File: config.mk
export PLATFORM = sky130hd
export DESIGN_NAME = mem_arbiter
export DESIGN_NICKNAME = d
export VERILOG_FILES = /design/src/rtl/mem_arbiter.sv
export SDC_FILE = /design/constraint.sdc
export NUM_CORES = 1
export LEC_CHECK = 0
export CAP_MARGIN = 30
export CORE_AREA = 2 2 121 123
export CTS_CLUSTER_DIAMETER = 60
export DETAILED_ROUTE_END_ITERATION = 8
export DIE_AREA = 0 0 123 125
export HOLD_SLACK_MARGIN = 0.08
export PLACE_DENSITY = 0.78
export SLEW_MARGIN = 30
export SYNTH_ARGS = -nofsm -noshare
export SYNTH_HDL_FRONTEND = slang
export SYNTH_SLANG_ARGS = --single-unit
File: constraint.sdc
create_clock -name clk -period 2.4 [get_ports clk]
set_clock_uncertainty 0.1 [all_clocks]
set_input_delay 0.48 -clock clk [delete_from_list [all_inputs] [get_ports clk]]
set_output_delay 0.48 -clock clk [all_outputs]
set_load 0.01 [all_outputs]
File: src/rtl/mem_arbiter.sv
`default_nettype none
// ============================================================================
//  Module      : mem_arbiter
//  Description : Shares one unified instruction/data memory port between the
//                multicycle core and a debug/loader port. Each access runs
//                IDLE -> ACCESS -> WAIT (WAIT_CYCLES cycles) -> DONE, with a
//                single mem_en strobe in ACCESS and a one-cycle ack plus read
//                data returned to the winning requester in DONE.
//  Config      : define MEM_ARB_RR_EN for round-robin arbitration on a tie;
//                otherwise fixed priority with the core first.
//  Ports       : clk, reset (async, active-high)
//                core_* / dbg_*  requester ports (req/we/addr/wdata/wstrb in,
//                                ack/rdata out)
//                mem_*           memory macro port (en/we/addr/wdata/wstrb
//                                out, rdata in)
//                busy            not IDLE
//                owner           0 = core, 1 = debug (current/last access)
//  Revision    : 1.0  initial release
// ============================================================================
module mem_arbiter #(
  parameter int ADDR_W      = 32,
  parameter int DATA_W      = 32,
  parameter int WAIT_CYCLES = 0
) (
  input  logic                clk,
  input  logic                reset,
  // core requester
  input  logic                core_req,
  input  logic                core_we,
  input  logic [ADDR_W-1:0]   core_addr,
  input  logic [DATA_W-1:0]   core_wdata,
  input  logic [DATA_W/8-1:0] core_wstrb,
  output logic                core_ack,
  output logic [DATA_W-1:0]   core_rdata,
  // debug/loader requester
  input  logic                dbg_req,
  input  logic                dbg_we,
  input  logic [ADDR_W-1:0]   dbg_addr,
  input  logic [DATA_W-1:0]   dbg_wdata,
  input  logic [DATA_W/8-1:0] dbg_wstrb,
  output logic                dbg_ack,
  output logic [DATA_W-1:0]   dbg_rdata,
  // memory macro
  output logic                mem_en,
  output logic                mem_we,
  output logic [ADDR_W-1:0]   mem_addr,
  output logic [DATA_W-1:0]   mem_wdata,
  output logic [DATA_W/8-1:0] mem_wstrb,
  input  logic [DATA_W-1:0]   mem_rdata,
  // status
  output logic                busy,
  output logic                owner
);

  localparam logic [1:0] c_st_idle   = 2'd0;
  localparam logic [1:0] c_st_access = 2'd1;
  localparam logic [1:0] c_st_wait   = 2'd2;
  localparam logic [1:0] c_st_done   = 2'd3;

  // Counter preload; clamped so a zero-wait build never forms WAIT_CYCLES-1 < 0.
  localparam int         c_wait_m1   = (WAIT_CYCLES > 0) ? WAIT_CYCLES - 1 : 0;
  localparam logic [3:0] c_wait_load = 4'(c_wait_m1);
  localparam logic       c_has_wait  = (WAIT_CYCLES > 0);

  logic [1:0]          r_state;
  logic [1:0]          w_next_state;
  logic [3:0]          r_wait_cnt;
  logic                r_owner;
  logic                r_mem_we;
  logic [ADDR_W-1:0]   r_mem_addr;
  logic [DATA_W-1:0]   r_mem_wdata;
  logic [DATA_W/8-1:0] r_mem_wstrb;
  logic                w_any_req;
  logic                w_grant_dbg;

  assign w_any_req = core_req | dbg_req;

`ifdef MEM_ARB_RR_EN
  // Last-served port; starts at debug so the core takes the first tie.
  logic r_last_dbg;

  always_ff @(posedge clk or posedge reset) begin
    if (reset) begin
      r_last_dbg <= 1'b1;
    end else if (r_state == c_st_done) begin
      r_last_dbg <= r_owner;
    end
  end

  // A lone debug request always wins; on a tie debug wins only if the core
  // was served last.
  assign w_grant_dbg = dbg_req & (~core_req | ~r_last_dbg);
`else
  assign w_grant_dbg = dbg_req & ~core_req;
`endif

  // --------------------------------------------------------------------------
  // State register
  // --------------------------------------------------------------------------
  always_ff @(posedge clk or posedge reset) begin
    if (reset) begin
      r_state <= c_st_idle;
    end else begin
      r_state <= w_next_state;
    end
  end

  // --------------------------------------------------------------------------
  // Next-state logic
  // --------------------------------------------------------------------------
  always_comb begin
    w_next_state = r_state;
    case (r_state)
      c_st_idle:   if (w_any_req) w_next_state = c_st_access;
      c_st_access: w_next_state = c_has_wait ? c_st_wait : c_st_done;
      c_st_wait:   if (r_wait_cnt == 4'd0) w_next_state = c_st_done;
      c_st_done:   w_next_state = c_st_idle;
      default:     w_next_state = c_st_idle;
    endcase
  end

  // --------------------------------------------------------------------------
  // Access latches and wait counter. The mem_* fields are captured once in
  // IDLE and then held until the next grant.
  // --------------------------------------------------------------------------
  always_ff @(posedge clk or posedge reset) begin
    if (reset) begin
      r_owner     <= 1'b0;
      r_mem_we    <= 1'b0;
      r_mem_addr  <= '0;
      r_mem_wdata <= '0;
      r_mem_wstrb <= '0;
      r_wait_cnt  <= 4'd0;
    end else begin
      case (r_state)
        c_st_idle: begin
          if (w_any_req) begin
            r_owner     <= w_grant_dbg;
            r_mem_we    <= w_grant_dbg ? dbg_we    : core_we;
            r_mem_addr  <= w_grant_dbg ? dbg_addr  : core_addr;
            r_mem_wdata <= w_grant_dbg ? dbg_wdata : core_wdata;
            r_mem_wstrb <= w_grant_dbg ? dbg_wstrb : core_wstrb;
          end
        end
        c_st_access: r_wait_cnt <= c_wait_load;
        c_st_wait:   if (r_wait_cnt != 4'd0) r_wait_cnt <= r_wait_cnt - 4'd1;
        default:     ;
      endcase
    end
  end

  // --------------------------------------------------------------------------
  // Outputs. Strobes decode from state so an asynchronous reset drops them
  // immediately; read data passes straight through to the owner in DONE.
  // --------------------------------------------------------------------------
  always_comb begin
    mem_en     = 1'b0;
    busy       = (r_state != c_st_idle);
    core_ack   = 1'b0;
    dbg_ack    = 1'b0;
    core_rdata = '0;
    dbg_rdata  = '0;
    case (r_state)
      c_st_access: mem_en = 1'b1;
      c_st_done: begin
        if (r_owner) begin
          dbg_ack   = 1'b1;
          dbg_rdata = mem_rdata;
        end else begin
          core_ack   = 1'b1;
          core_rdata = mem_rdata;
        end
      end
      default: ;
    endcase
  end

  assign mem_we    = r_mem_we;
  assign mem_addr  = r_mem_addr;
  assign mem_wdata = r_mem_wdata;
  assign mem_wstrb = r_mem_wstrb;
  assign owner     = r_owner;

endmodule
`default_nettype wire
==> flow_metrics.env, run 1 <==
export IMPL_clk_transition_reported_paths_ns=0.05
export IMPL_leakage_nw=3.92
export IMPL_use_met2_pct=30.7
export IMPL_viasPerCell=4.51
export IMPL_synth_cell_types=28
export IMPL_crit_required_ns=1.82
export IMPL_antenna_cells=0
export IMPL_yosysTopAreaCell="dfrtp_1"
export IMPL_cp_top_family="buffers and inverters"
export IMPL_final_area_sq_um=7820
export IMPL_critical_path_max_stage_delay_ns=0.54
export IMPL_place_gp_congestion=0.941
export IMPL_portBuffers=311
export IMPL_min_period_over_period_pct=98.1
export IMPL_synth_area_top_cells="dfrtp_1 47%, mux2i_1 18%, o21ai_1 7.5%"
export IMPL_ys_seq_elements=76
export IMPL_die_h_microns=125
export IMPL_drive_gt1_share_pct=4.81
export IMPL_drt_iter0_markers=148
export IMPL_crit_type="register to output port"
export IMPL_drv_cap=0
export IMPL_finalNetCount=905
export IMPL_finalHoldViolCount=0
export IMPL_h_tree_depth=3
export IMPL_antenna_left=0
export IMPL_yosys_warnings=0
export IMPL_via_count=4109
export IMPL_clockBufferDepth=2
export IMPL_cp_data_arrival_time_ns=1.77
export IMPL_die_w_microns=123
export IMPL_critPathCaptureType="output port"
export IMPL_coreArea_sq_um=14200
export IMPL_holdPathStages=2
export IMPL_run_status="completed"
export IMPL_synth_adder_area_share_pct=2.16
export IMPL_yosysSeqAreaShare_pct=47.0
export IMPL_met1_usage_pct=21.0
export IMPL_synth_top_family_by_area="simple AND/OR/NAND/NOR gates"
export IMPL_slew_viol_final=0
export IMPL_cts_root_buf="clkbuf_16"
export IMPL_setup_tns_ns=0
export IMPL_power_density_nw_per_um2=975
export IMPL_clock_latency_ns=0.33
export IMPL_cp_num_buf_inv=2
export IMPL_synth_simple_area_share_pct=18.4
export IMPL_grt_max_degree=83
export IMPL_synth_top_area_share_pct=47.0
export IMPL_synth_edff_count=0
export IMPL_critPathSlowestCell="clkdlybuf4s50_1"
export IMPL_routed_wire_length_per_instance_microns=15.4
export IMPL_synthArstFlopShare_pct=100
export IMPL_critPathMaxFanout=33
export IMPL_synthFlopType="dfrtp_1"
export IMPL_synth_area_per_cell_sq_um=9.71
export IMPL_crit_path_start_kind="register"
export IMPL_synthMuxAreaShare_pct=18.1
export IMPL_dieArea_sq_um=15400
export IMPL_detailed_place_area_sq_um=7410
export IMPL_path_cells="ha_4, buf_12, and3_1, clkdlybuf4s50_1"
export IMPL_netlist_instances=417
export IMPL_final_setup_viol_count=0
export IMPL_route_detailed_drc=0
export IMPL_synthXorXnorAreaFrac_pct=0
export IMPL_drt_wl_total_mm=14.1
export IMPL_fmax_mhz=425
export IMPL_fp_row_count=44
export IMPL_antenna_found_initial=1
export IMPL_hold_buffers=0
export IMPL_grt_use_met3_pct=5.75
export IMPL_cp_num_cells=4
export IMPL_dpl_hpwl_mm=10.9
export IMPL_dr_pass1_iters=4
export IMPL_cts_sinks=76
export IMPL_ys_top_cells_by_count="76 x dfrtp_1, 73 x nand2_1, 72 x mux2i_1"
export IMPL_final_fill_count=1239
export IMPL_maxSlewHeadroom_pct=72.3
export IMPL_min_path_type="register to register"
export IMPL_synth_nets=598
export IMPL_grt_usage_pct=18.1
export IMPL_initial_core_util_pct=28.5
export IMPL_worst_slew_pin_slew_ns=0.416
export IMPL_grt_most_used_layer="met2"
export IMPL_cts_tree="yes"
export IMPL_post_route_min_period_ns=2.35
export IMPL_ioPinCount=312
export IMPL_grt_first_pass_wirelength_mm=21.6
export IMPL_ir_drop_v=0.000445
export IMPL_reg2reg_depth=5
export IMPL_synth_most_common_cell="dfrtp_1"
export IMPL_grt_pass1_vias=4260
export IMPL_rsz0062_at_grt="no"
export IMPL_synth_compound_area_share_pct=9.64
export IMPL_cts_buffers=9
export IMPL_area_delta_synth_final_pct=93.0
export IMPL_syn_area_sq_um=4050
export IMPL_gr_total_overflow=0
==> stage by stage <==
| stage | worst slack, ns | total power [W] | util (%) | std cells | hold WS, ns |
|---|---|---|---|---|---|
| 6_report | 0.0466 | 0.00762 | 55.0 | 912 | 0.380 |
| 5_1_grt | 0.00128 | 0.00817 | 55.0 | 912 | 0.402 |
| 4_1_cts | 0.00654 | 0.00771 | 54.3 | 911 | 0.386 |
| 3_5_place_dp | 0.123 | 0.00632 | 52.2 | 892 | 0.374 |
| 3_3_place_gp | 0.137 | 0.00620 | 52.2 | 892 | 0.366 |
| 2_1_floorplan | 0.465 | 0.00387 | - | 417 | 0.360 |
==> flip-flops by register name (all words and copies together), names as in the netlist <==
register,count
mem_addr,32
mem_wdata,32
mem_wstrb,4
r_wait_cnt,4
r_state,2
mem_we,1
owner,1
==> path summary, 6_finish.rpt <==
path                                     from             to  slack [ns]
worst max register to register  r_wait_cnt[0]     r_state[1]        0.57
worst max-delay path               r_state[1]  dbg_rdata[12]        0.05
max in group asynchronous               reset  mem_wdata[25]        1.35
worst min-delay path            mem_wdata[15]  mem_wdata[15]        0.38
min in group asynchronous               reset   mem_addr[18]        0.50
worst min register to register  mem_wdata[15]  mem_wdata[15]        0.38
==> area by class of cell <==
class / instances / area, sq um / share of cell area [%]
clock buffers: 13 / 250 / 3.20
clock inverters: 2 / 35.0 / 0.448
inverters: 6 / 26.3 / 0.336
multi-input cells: 303 / 1990 / 25.5
flip-flops and latches: 76 / 1900 / 24.3
well taps: 184 / 230 / 2.95
repair buffers: 328 / 3380 / 43.2
==> cells in the final DEF, fill, tap and decap left out, drive strengths merged, types with 9 or more instances in the layout <==
cell | Yosys | layout
clkdlybuf4s50 | 0 | 251
dfrtp | 76 | 76
nand2 | 73 | 73
mux2i | 72 | 72
o21ai | 70 | 70
and2 | 33 | 33
and3 | 32 | 32
dlymetal6s2s | 0 | 27
dlygate4sd2 | 0 | 24
buf | 18 | 17
clkbuf | 14 | 13
clkdlybuf4s15 | 0 | 9
==> cells by family after synthesis <==
logic type / Yosys count
buffers and inverters: 38
DFF: 76
adders and majority gates: 7
and+or+nand+nor: 148
muxes: 73
AOI/OAI and AO/OA: 75
==> where the power goes <==
part	internal, W	total [W]	switching [W]
Clock	0.000827	0.00132	0.000495
Sequential	0.00187	0.00219	0.000313
Combinational	0.00226	0.00411	0.00184
Total	0.00497	0.00762	0.00265
==> repair_timing <==
action	CTS	global route
setup endpoints to repair	66	40
pin swaps	0	1
setup buffers	3	1
gates resized for setup	44	37
cloned	1	0
==> worst reg2reg max path, cell delays in order, from the launching register on <==
cell and delay [ns]:
dfrtp_1 0.40, inv_1 0.09, ha_1 0.18, or3b_1 0.40, a22oi_2 0.20, mux2_1 0.35
==> routing by layer <==
metal / vias to the layer above / routed length [microns]
li1: 2043 / -
met1: 1887 / 5540
met2: 157 / 7140
met3: 20 / 1120
met4: 2 / 256
met5: - / 11
No activity file was read; power rests on OpenSTA's default activity.
==> inputs of run 2 (changes only) <==
--- a/config.mk
+++ b/config.mk
@@ -11,7 +11,7 @@
 export DETAILED_ROUTE_END_ITERATION = 8
 export DIE_AREA = 0 0 123 125
 export HOLD_SLACK_MARGIN = 0.08
-export PLACE_DENSITY = 0.78
+export PLACE_DENSITY = 0.74
 export SLEW_MARGIN = 30
 export SYNTH_ARGS = -nofsm -noshare
 export SYNTH_HDL_FRONTEND = slang
==> flow_metrics.env, run 2 (same netlist as run 1, synthesis figures left out) <==
export IMPL_run_status="completed"
export IMPL_cpMostUsedCell="inv_1"
export IMPL_route_detailed_drc=0
export IMPL_final_area_sq_um=7960
export IMPL_dieArea_sq_um=15400
export IMPL_crit_path_start_kind="register"
export IMPL_drt_wl_total_mm=14.9
export IMPL_cts_tree="yes"
export IMPL_detailed_place_area_sq_um=7390
export IMPL_area_delta_synth_final_pct=96.6
export IMPL_power_w=0.00785
export IMPL_min_period_over_period_pct=96.3
export IMPL_worst_slew_pin_slew_ns=0.398
export IMPL_ir_drop_v=0.000514
export IMPL_antenna_found_initial=1
export IMPL_routed_wire_length_per_instance_microns=16.3
export IMPL_final_common_cell="clkdlybuf4s50_1"
export IMPL_grt_usage_pct=18.4
export IMPL_antenna_left=0
export IMPL_cp_data_arrival_time_ns=1.73
export IMPL_holdPathStages=2
export IMPL_critical_path_max_stage_delay_ns=0.54
export IMPL_drt_iter0_markers=97
export IMPL_initial_core_util_pct=28.5
export IMPL_hold_buffers=0
export IMPL_critPathMaxFanout=5
export IMPL_path_cells="buf_4, inv_1, ha_4, inv_1, clkdlybuf4s50_1"
export IMPL_drv_cap=0
export IMPL_cp_num_buf_inv=4
export IMPL_maxSlewHeadroom_pct=73.5
export IMPL_drive_gt1_share_pct=5.24
export IMPL_rrSetupSlack_ns=0.55
export IMPL_dr_pass1_iters=4
export IMPL_reg2reg_depth=5
export IMPL_grt_pass1_vias=4291
export IMPL_place_gp_congestion=0.847
export IMPL_cts_root_buf="clkbuf_16"
export IMPL_clock_latency_ns=0.33
export IMPL_worstHoldStart="mem_addr[25]"
export IMPL_clockBufferDepth=2
export IMPL_clk_transition_reported_paths_ns=0.06
export IMPL_die_w_microns=123
export IMPL_fp_row_count=44
export IMPL_post_route_min_period_ns=2.31
export IMPL_hold_path_end="mem_addr[25]"
export IMPL_finalHoldViolCount=0
export IMPL_leakage_nw=4.44
export IMPL_power_density_nw_per_um2=987
export IMPL_ioPinCount=312
export IMPL_h_tree_depth=3
export IMPL_grt_first_pass_wirelength_mm=21.6
export IMPL_fmax_mhz=433
export IMPL_viasPerCell=4.55
export IMPL_critPathSlowestCell="clkdlybuf4s50_1"
export IMPL_gr_total_overflow=0
export IMPL_reg2reg_to="r_state[1]"
export IMPL_crit_type="register to output port"
export IMPL_crit_required_ns=1.82
export IMPL_cts_buffers=9
export IMPL_rsz0062_at_grt="no"
export IMPL_grt_max_degree=79
export IMPL_portBuffers=311
export IMPL_dpl_hpwl_mm=11.3
export IMPL_r2r_start="r_wait_cnt[0]"
export IMPL_via_count=4138
export IMPL_min_path_type="register to register"
export IMPL_die_h_microns=125
export IMPL_coreArea_sq_um=14200
export IMPL_finalNetCount=902
export IMPL_critPathCaptureType="output port"
export IMPL_layout_common_cells="244 x clkdlybuf4s50_1, 76 x dfrtp_1, 73 x nand2_1"
export IMPL_final_core_util_pct=56.0
export IMPL_cp_top_family="buffers and inverters"
export IMPL_slew_viol_final=0
export IMPL_cts_sinks=76
export IMPL_final_setup_viol_count=0
-- run 2: cell types whose count changed in the layout (fill, tap and decap cells not counted), sizes merged --
cell,delta
bufinv,+1
diode,+1
dlymetal6s2s,+35
dlygate4sd2,-19
clkbuf,-3
clkdlybuf4s15,-9
buf,-4
clkdlybuf4s50,-7
inv,+2
clkinv,+1
-- run 2: how the worst max path moves through the flow --
| stage | slack [ns] | startpoint | cells after the start | endpoint |
|---|---|---|---|---|
| finish | 0.09 | r_state[1] | 5 | busy |
| global route | 0.004 | r_state[1] | 5 | busy |
| CTS | -0.14 | r_state[1] | 4 | dbg_rdata[5] |
| detailed placement | 0.10 | r_state[1] | 5 | core_rdata[23] |
| global placement | 0.14 | mem_rdata[10] | 3 | dbg_rdata[10] |
| floorplan | 0.46 | r_state[1] | 4 | core_rdata[11] |
-- run 2: layer usage --
metal  vias up  track usage [%]  wire length, microns
met5         -                0                     0
met4         0             7.75                   348
met3        26             5.02                  1350
met2       196             35.2                  7920
met1      1883             18.0                  5250
li1       2033                -                     -
-- run 2: what timing repair did --
item,in CTS,in global routing
pin swaps,0,1
gates resized for setup,7,72
setup buffers,2,2
cloned,0,1
setup endpoints to repair,66,62
-- run 2: report_power, final --
part / internal (W) / switching, W / total, W / leakage (nW)
sequential: 0.00187 / 0.000322 / 0.00220 / 0.944
combinational: 0.00233 / 0.00189 / 0.00422 / 3.34
clock: 0.000908 / 0.000528 / 0.00144 / 0.156
total: 0.00512 / 0.00274 / 0.00785 / 4.44
-- run 2: worst register-to-register path, delay by kind of cell, from the launching register on --
family | cells | cell delay [ns]
flip-flops | 1 | 0.40
AND/OR/NAND/NOR | 1 | 0.40
buffers and inverters | 1 | 0.09
multiplexers | 1 | 0.35
adder cells (fa/ha/maj) | 1 | 0.20
AO/OA/AOI/OAI | 1 | 0.19
-- run 2: cell type report --
type / count / area (sq um)
inverter: 6 / 26.3
sequential: 76 / 1900
clock inverter: 6 / 87.6
timing repair buffer: 325 / 3480
antenna: 1 / 2.50
fill: 1221 / 6240
tap: 184 / 230
multi-input combinational: 303 / 2010
clock buffer: 9 / 225
-- run 2: per-stage QoR --
stage | cells | setup TNS [ns] | setup slack [ns] | hold slack, ns
3_5_place_dp | 889 | 0 | 0.105 | 0.370
3_3_place_gp | 889 | 0 | 0.138 | 0.367
6_report | 910 | 0 | 0.0892 | 0.377
2_1_floorplan | 417 | 0 | 0.465 | 0.360
4_1_cts | 906 | -5.87 | -0.138 | 0.384
5_1_grt | 910 | 0 | 0.00393 | 0.408
==> inputs of run 3 (changes only) <==
--- a/config.mk
+++ b/config.mk
@@ -6,12 +6,12 @@
 export NUM_CORES = 1
 export LEC_CHECK = 0
 export CAP_MARGIN = 30
-export CORE_AREA = 2 2 121 123
+export CORE_AREA = 2 2 122 124
 export CTS_CLUSTER_DIAMETER = 60
 export DETAILED_ROUTE_END_ITERATION = 8
-export DIE_AREA = 0 0 123 125
+export DIE_AREA = 0 0 124 126
+export DONT_BUFFER_PORTS = 1
 export HOLD_SLACK_MARGIN = 0.08
-export PLACE_DENSITY = 0.74
 export SLEW_MARGIN = 30
 export SYNTH_ARGS = -nofsm -noshare
 export SYNTH_HDL_FRONTEND = slang
==> flow_metrics.env, run 3 (same netlist as run 1, synthesis figures left out) <==
export IMPL_run_status="completed"
export IMPL_grt_max_degree=73
export IMPL_post_route_min_period_ns=2.19
export IMPL_initial_core_util_pct=28.3
export IMPL_cp_num_buf_inv=1
export IMPL_slew_viol_final=0
export IMPL_dpl_hpwl_mm=9.22
export IMPL_critPathSlowestCell="dfrtp_1"
export IMPL_layout_common_cells="76 x dfrtp_1, 73 x nand2_1, 72 x mux2i_1"
export IMPL_cp_data_arrival_time_ns=1.61
export IMPL_coreArea_sq_um=14300
export IMPL_cts_buffers=9
export IMPL_path_cells="ha_1, nor2b_2, buf_12, and2_1"
export IMPL_dieArea_sq_um=15600
export IMPL_layout_setup_ws_ns=0.207
export IMPL_maxSlewHeadroom_pct=47.6
export IMPL_register_area_sq_um=1900
export IMPL_routed_wire_length_per_instance_microns=19.5
export IMPL_area_delta_synth_final_pct=12.9
export IMPL_rsz0062_at_grt="no"
export IMPL_viasPerCell=5.09
export IMPL_die_h_microns=126
export IMPL_leakage_nw=2.12
export IMPL_critical_path_max_stage_delay_ns=0.41
export IMPL_fmax_mhz=456
export IMPL_critPathMaxFanout=27
export IMPL_clockBufferDepth=2
export IMPL_crit_path_start_kind="register"
export IMPL_crit_required_ns=1.82
export IMPL_cp_top_family="simple AND/OR/NAND/NOR gates"
export IMPL_fp_row_count=44
export IMPL_drt_iter0_markers=227
export IMPL_via_count=3058
export IMPL_min_path_type="input port to register"
export IMPL_grt_first_pass_wirelength_mm=16.9
export IMPL_portBuffers=0
export IMPL_worst_hold_slack_ns=0.166
export IMPL_pre_cts_ws_ns=0.414
export IMPL_power_density_nw_per_um2=1230
export IMPL_place_gp_congestion=0.713
export IMPL_drt_wl_total_mm=11.7
export IMPL_cts_tree="yes"
export IMPL_worst_slew_pin_slew_ns=0.784
export IMPL_final_setup_viol_count=0
export IMPL_h_tree_depth=3
export IMPL_cts_root_buf="clkbuf_16"
export IMPL_finalNetCount=587
export IMPL_multi_input_area_sq_um=1980
export IMPL_ioPinCount=312
export IMPL_setup_tns_ns=0
export IMPL_clock_latency_ns=0.33
export IMPL_final_fill_count=1468
export IMPL_clk_transition_reported_paths_ns=0.06
export IMPL_cts_sinks=76
export IMPL_drive_gt1_share_pct=7.06
export IMPL_die_w_microns=124
export IMPL_min_period_over_period_pct=91.4
export IMPL_grt_pass1_vias=2946
export IMPL_route_detailed_drc=0
export IMPL_dr_pass1_iters=4
export IMPL_critPathCaptureType="output port"
export IMPL_antenna_left=0
export IMPL_gr_total_overflow=0
export IMPL_final_common_cell="dfrtp_1"
export IMPL_drv_cap=0
export IMPL_antenna_found_initial=4
export IMPL_grt_usage_pct=14.6
export IMPL_ir_drop_v=0.000383
export IMPL_crit_type="register to output port"
export IMPL_finalHoldViolCount=0
export IMPL_post_cts_setup_buffers=0
==> run 3: cell count changes in the layout (fill, tap and decap cells not counted), moves of 2 or more <==
cell,change
ha_4,-2
ha_1,+3
clkdlybuf4s50_1,-244
dlygate4sd2_1,-5
buf_12,-2
bufinv_16,-2
dlymetal6s2s_1,-62
clkinvlp_4,+3
diode_2,+5
==> run 3: path summary, 6_finish.rpt <==
| check | startpoint | to | slack [ns] | cells past startpoint |
|---|---|---|---|---|
| max | r_state[1] | core_rdata[6] | 0.21 | 4 |
| min | core_req | owner | 0.17 | 1 |
| max reg2reg | r_wait_cnt[0] | r_state[1] | 0.56 | 5 |
| min reg2reg | r_wait_cnt[0] | r_wait_cnt[0] | 0.40 | 1 |
| max in group asynchronous | reset | mem_addr[13] | 0.84 | 3 |
| min in group asynchronous | reset | mem_wdata[6] | 0.67 | 2 |
==> run 3: power breakdown <==
part | switching (W) | internal (W) | leakage, nW
combinational | 0.00109 | 0.000654 | 1.05
sequential | 0.000736 | 0.00188 | 0.944
clock | 0.000522 | 0.000730 | 0.128
total | 0.00235 | 0.00326 | 2.12
==> run 3: final cells by class <==
cell class | instances | share of cell area [%]
inverters | 6 | 0.575
multi-input cells | 303 | 43.3
diodes | 6 | 0.329
clock inverters | 5 | 0.794
well taps | 184 | 5.04
clock buffers | 11 | 5.31
flip-flops and latches | 76 | 41.6
repair buffers | 10 | 3.07
==> run 3: routing by layer <==
metal	vias to the layer above	wire length, microns	GRT usage (%)
met2	190	6580	26.6
met4	0	121	6.54
met5	-	0	0
met1	1446	4040	14.6
li1	1412	-	-
met3	10	1000	5.25
==> run 3: repair_timing <==
item | in CTS | in global routing
endpoints found under the hold margin | 32 | 0
hold buffers | 1 | 0
resized for setup | 0 | 1
setup endpoints to repair | 0 | 27
==> run 3: worst reg2reg max path, stage by stage (launching register included) <==
cell,delay [ns]
dfrtp_1,0.40
inv_1,0.10
ha_1,0.20
or3b_1,0.40
a22oi_2,0.20
mux2_1,0.34
==> run 3: stage by stage <==
stage	total power, W	instances	area [sq um]	util [%]
detailed placement	0.00442	578	4260	29.8
global placement	0.00430	578	4260	29.8
floorplan	0.00387	417	4050	-
global route	0.00610	601	4570	31.9
finish	0.00561	601	4570	31.9
CTS	0.00571	595	4550	31.8
